**src/rtl/ucsbece154b_mem_arbiter.sv**
```systemverilog
// rtl/ucsbece154b_mem_arbiter.sv - fetch/data arbiter in front of a shared single-port memory
module ucsbece154b_mem_arbiter #(
   parameter int MEM_AW     = 32,
   parameter int STARVE_MAX = 4
) (
   input  logic              clk,
   input  logic              reset,
   input  logic              i_req_i,
   input  logic [MEM_AW-1:0] i_addr_i,
   input  logic              i_flush_i,
   output logic              i_ready_o,
   output logic              i_valid_o,
   output logic [31:0]       i_rdata_o,
   input  logic              d_req_i,
   input  logic              d_we_i,
   input  logic [MEM_AW-1:0] d_addr_i,
   input  logic [31:0]       d_wdata_i,
   output logic              d_ready_o,
   output logic              d_valid_o,
   output logic [31:0]       d_rdata_o,
   output logic              mem_req_o,
   output logic              mem_we_o,
   output logic [MEM_AW-1:0] mem_addr_o,
   output logic [31:0]       mem_wdata_o,
   input  logic              mem_ack_i,
   input  logic [31:0]       mem_rdata_i
);
   localparam int CW = ($clog2(STARVE_MAX + 1) > 3) ? $clog2(STARVE_MAX + 1) : 3;

   typedef enum logic [1:0] {IDLE, I_WAIT, D_WAIT, I_DROP} state_t;

   state_t            state;
   logic [CW-1:0]     starve_cnt;
   logic [MEM_AW-1:0] addr_q;
   logic              we_q;
   logic [31:0]       wdata_q;
   logic              starved;
   logic              data_win;
   logic              fetch_win;
   logic              i_accept;
   logic              d_accept;

   // Data has priority until fetch has watched STARVE_MAX data grants go by.
   always_comb begin
      starved   = i_req_i && (starve_cnt == CW'(STARVE_MAX));
      data_win  = d_req_i && !starved;
      fetch_win = i_req_i && !data_win;
      i_accept  = reset && (state == IDLE) && fetch_win && !i_flush_i;
      d_accept  = reset && (state == IDLE) && data_win;
   end

   assign i_ready_o   = i_accept;
   assign d_ready_o   = d_accept;
   assign i_valid_o   = (state == I_WAIT) && mem_ack_i && !i_flush_i;
   assign i_rdata_o   = i_valid_o ? mem_rdata_i : '0;
   assign d_valid_o   = (state == D_WAIT) && mem_ack_i;
   assign d_rdata_o   = d_valid_o ? mem_rdata_i : '0;
   assign mem_req_o   = (state != IDLE);
   assign mem_we_o    = (state == D_WAIT) && we_q;
   assign mem_addr_o  = addr_q;
   assign mem_wdata_o = wdata_q;

   always_ff @(posedge clk or negedge reset) begin
      if (!reset) begin
         state      <= IDLE;
         starve_cnt <= '0;
         addr_q     <= '0;
         we_q       <= 1'b0;
         wdata_q    <= '0;
      end else begin
         case (state)
            IDLE: begin
               if (i_accept) begin
                  state      <= I_WAIT;
                  addr_q     <= i_addr_i;
                  we_q       <= 1'b0;
                  wdata_q    <= '0;
                  starve_cnt <= '0;
               end else if (d_accept) begin
                  state   <= D_WAIT;
                  addr_q  <= d_addr_i;
                  we_q    <= d_we_i;
                  wdata_q <= d_wdata_i;
                  if (i_req_i && (starve_cnt < CW'(STARVE_MAX)))
                     starve_cnt <= starve_cnt + CW'(1);
               end
            end
            // A flushed fetch still owns the memory until its ack drains.
            I_WAIT: begin
               if (mem_ack_i)
                  state <= IDLE;
               else if (i_flush_i)
                  state <= I_DROP;
            end
            D_WAIT: if (mem_ack_i) state <= IDLE;
            I_DROP: if (mem_ack_i) state <= IDLE;
            default: state <= IDLE;
         endcase
      end
   end
endmodule

```
**config.mk**
```make
export PLATFORM = sky130hd
export DESIGN_NAME = ucsbece154b_mem_arbiter
export DESIGN_NICKNAME = d
export VERILOG_FILES = /design/src/rtl/ucsbece154b_mem_arbiter.sv
export SDC_FILE = /design/constraint.sdc
export NUM_CORES = 1
export LEC_CHECK = 0
export BUFFER_PORTS_ARGS = -buffer_cell sky130_fd_sc_hd__buf_4
export CORE_AREA = 2 2 140 108
export CTS_CLUSTER_SIZE = 40
export DETAILED_ROUTE_END_ITERATION = 12
export DIE_AREA = 0 0 142 110
export PLACE_DENSITY = 0.61
export SLEW_MARGIN = 20
export SYNTH_ARGS = -nofsm -noshare
export SYNTH_HDL_FRONTEND = slang
export SYNTH_SLANG_ARGS = --single-unit
```
**constraint.sdc**
```tcl
create_clock -name clk -period 1.74 [get_ports clk]
set_input_delay 0.261 -clock clk [delete_from_list [all_inputs] [get_ports clk]]
set_output_delay 0.261 -clock clk [all_outputs]
set_load 0.03 [all_outputs]
```
==> qor.csv <==
stage,metric,value,unit
final_layout,fin nets,841,
route,Initial DRC Count,199,
clock_network,Sink Count,70,
critical_path,Slowest cell on crit path,dfrtp_1,
floorplan,core area,14200,µm²
critical_path,"slowest stage delay, CP",0.41,ns
synth,Synth cell types,32,
sta,Worst-Margin Slew,0.915,ns
pwr,Pwr Density,1250,nW/µm²
critical_path,WP data required,1.48,ns
min_path,worst hold-check path type,primary input to flop,
synth,synthesized area,3510,µm²
clock_network,CTS tree,built,
floorplan,Initial Utilization,0.247,
sta,Peak Freq,505,MHz
floorplan,die area,15600,µm²
critical_path,worst-case reg-to-reg path depth,9,
global_route,initial antenna violation count,1,
min_path,min-delay src,mem_ack_i,
final_layout,Multi-input gate area,2010,µm²
final_layout,post-layout util,0.525,
placed_design,HPWL after DPL,9570,µm
critical_path,crit path max fanout,8,
critical_path,crit path cell chain,"buf_6, nor4b_4, buf_6, buf_8, and2_4, buf_6",
sta,Final Hold Vio Count,0,
synth,register area share after synthesis,0.498,
synth,syn nets,520,
synth,Post-synth EDFFs,0,
final_layout,Area growth syn-to-layout,112,%
global_route,GRT Residual Overflow,0,
floorplan,Horiz. Die Dim,142,µm
synth,synthesized flop and latch total,70,
placed_design,Area after DPL,5870,µm²
min_path,depth of the worst hold-timing path,2,
sta,minimum clock period after layout,1.98,ns
final_layout,fillcell total,1305,
clock_network,clk buf depth,2,
sta,Setup Viol. Count Final,126,
sta,Slew headroom,0.390,
final_layout,share of cells above drive strength 1,0.663,
synth,ys async rst share,1.00,
clock_network,CTS Root Cell,clkbuf_16,
clock_network,CTS H-Tree Depth,3,
route,Post-route DRC,0,
sta,final setup TNS,-19.80,ns
final_layout,register area,1750,µm²
sta,Final Skew,0.00810,ns
route,WL/cell,17.7,µm
status,failing checks,negative setup slack,
min_path,hold-critical path endpoint,state[1]$_DFFE_PN0P_,
status,status,"finished, violations left",
synth,yosys warns,0,
route,WL final,15700,µm
pwr,worst vdd ir,0.596,mV
critical_path,reg-to-reg endpoint,mem_wdata_o[24]$_DFFE_PN0P_,
global_route,largest net degree at the start of global routing,69,
clock_network,Worst-Skew Late Latency,0.33,ns
clock_network,clk slew on worst S/H paths,0.05,ns
floorplan,row cnt,38,
sta,Max Slew Vio Count,0,
sta,final worst-path cycle share,1.14,
sta,unrepaired setup endpoints after global routing,yes,
placed_design,Final GP Congestion,0.769,
synth,dominant synthesized flop cell,dfrtp_1,
clock_network,number of CTS-inserted buffers,9,
route,post-route ant nets,0,
placed_design,Buffers on Ports,268,
pwr,Leak,3.69,nW
run,Maximum Capacitance Violations,0,
final_layout,Antenna Cells,0,
global_route,Total GRT Usage,0.159,
global_route,number of global-route vias before repair,3684,
critical_path,crit path kind,flop to output pin,
route,Vias,4084,
critical_path,Critical Path Start Type,flop,
global_route,global-route wire length before repair,19300,µm
critical_path,CP endpoint kind,output pin,
route,DRT Pass-1 Iters,5,
floorplan,die extent in y,110,µm
floorplan,Boundary Pins,269,
synth,Post-Syn Area per Cell,9.18,µm²
synth,Post-Syn Instances,383,
critical_path,crit path DAT,1.72,ns
critical_path,Worst path most repeated cell,buf_6,
final_layout,fin area,7470,µm²
route,via-per-instance ratio,4.59,
sta,post-layout worst setup margin,-0.239,ns
critical_path,reg2reg setup slack,-0.17,ns
critical_path,worst r2r src,state[1]$_DFFE_PN0P_,
-- worst max-delay path: cells and delay by family (launching register included) --
kind	cells	cell delay, ns
buffers and inverters	4	0.58
DFF	1	0.41
and+or+nand+nor	2	0.40
-- report_power, final --
part	internal [W]	switching [W]	total, W
Sequential	0.00229	0.000431	0.00272
Clock	0.000966	0.000725	0.00169
Combinational	0.00221	0.00275	0.00496
Total	0.00546	0.00391	0.00937
-- flip-flops by register name (all words and copies together), names as in the netlist --
register and count:
mem_addr_o 32, mem_wdata_o 32, starve_cnt 3, state 2, we_q 1
-- cells in the final DEF, fill, tap and decap left out, drive strengths merged, types with 2 or more instances in the layout --
cell,synthesis,routed
a21oi,35,35
a221o,21,21
and2,86,86
and3,1,2
buf,17,329
clkbuf,12,17
clkinv,0,3
clkinvlp,0,2
dfrtp,70,70
ha,2,2
inv,5,7
nand2,78,78
nand3,35,35
nor2,3,3
nor2b,2,2
nor3b,2,2
-- kinds of logic (layout without fill, tap and decap cells) --
| family | count (synthesis) | count (layout) | synth area share |
|---|---|---|---|
| buf+inv | 34 | 359 | 0.0477 |
| xor+xnor | 1 | 1 | 0.00249 |
| fa+ha+maj | 2 | 2 | 0.00712 |
| compound gates | 62 | 62 | 0.123 |
| flops | 70 | 70 | 0.498 |
| simple gates | 213 | 214 | 0.319 |
| mux | 1 | 1 | 0.00285 |
-- per-layer routing --
layer | global-route usage | wire (µm) | share of wire | vias to the layer above
li1 | - | - | - | 1933
met1 | 0.208 | 7000 | 0.44 | 1995
met2 | 0.261 | 7750 | 0.49 | 140
met3 | 0.0449 | 845 | 0.054 | 14
met4 | 0.0429 | 129 | 0.0082 | 2
met5 | 0 | 13 | 0.00083 | -
-- cells in the mapped netlist (all sizes together), types with 2 or more instances --
library cell | instances | area share
nor3b | 2 | 0.0057
inv | 5 | 0.0053
nor2 | 3 | 0.0032
dfrtp | 70 | 0.50
ha | 2 | 0.0071
buf | 17 | 0.030
a21oi | 35 | 0.050
nand3 | 35 | 0.050
and2 | 86 | 0.15
nor2b | 2 | 0.0036
clkbuf | 12 | 0.013
a221o | 21 | 0.060
nand2 | 78 | 0.083
-- metrics by stage --
| step | power (W) | setup WS, ns | cells | hold slack [ns] |
|---|---|---|---|---|
| floorplan | 0.00501 | -0.00189 | 383 | -0.0346 |
| global placement | 0.00679 | -0.0781 | 825 | 0.0593 |
| detailed placement | 0.00685 | -0.119 | 825 | 0.0604 |
| CTS | 0.00864 | -0.239 | 850 | 0.106 |
| global route | 0.00985 | -0.292 | 889 | 0.108 |
| finish | 0.00937 | -0.239 | 889 | 0.119 |
-- how the worst max path moves through the flow --
stage                         startpoint            end  slack, ns  depth (start not counted)
5_1_grt             state[1]$_DFFE_PN0P_  i_rdata_o[18]      -0.29                          6
2_1_floorplan       state[1]$_DFFE_PN0P_  i_rdata_o[22]     -0.002                          3
3_3_place_gp   starve_cnt[0]$_DFFE_PN0P_      d_ready_o      -0.08                          5
4_1_cts             state[1]$_DFFE_PN0P_  i_rdata_o[11]      -0.24                          6
6_report            state[1]$_DFFE_PN0P_   i_rdata_o[7]      -0.24                          6
3_5_place_dp   starve_cnt[0]$_DFFE_PN0P_      d_ready_o      -0.12                          5
-- timing repair --
item                                    in CTS  in global routing
endpoints found under the setup margin     108                137
pin swaps                                    3                 84
resized for setup                           69                166
hold buffers                                 1                  0
buffers inserted                             4                 26
gates cloned                                 4                 13
endpoints found under the hold margin        2                  0
-- layout make-up --
class,instances,share of cell area
Clock buffer,9,0.0302
Sequential cell,70,0.235
Clock inverter,7,0.00637
Inverter,5,0.00251
Tap cell,180,0.0302
Timing Repair Buffer,338,0.426
Multi-Input combinational cell,280,0.270
Note: power is estimated with default switching activity, not from simulation.
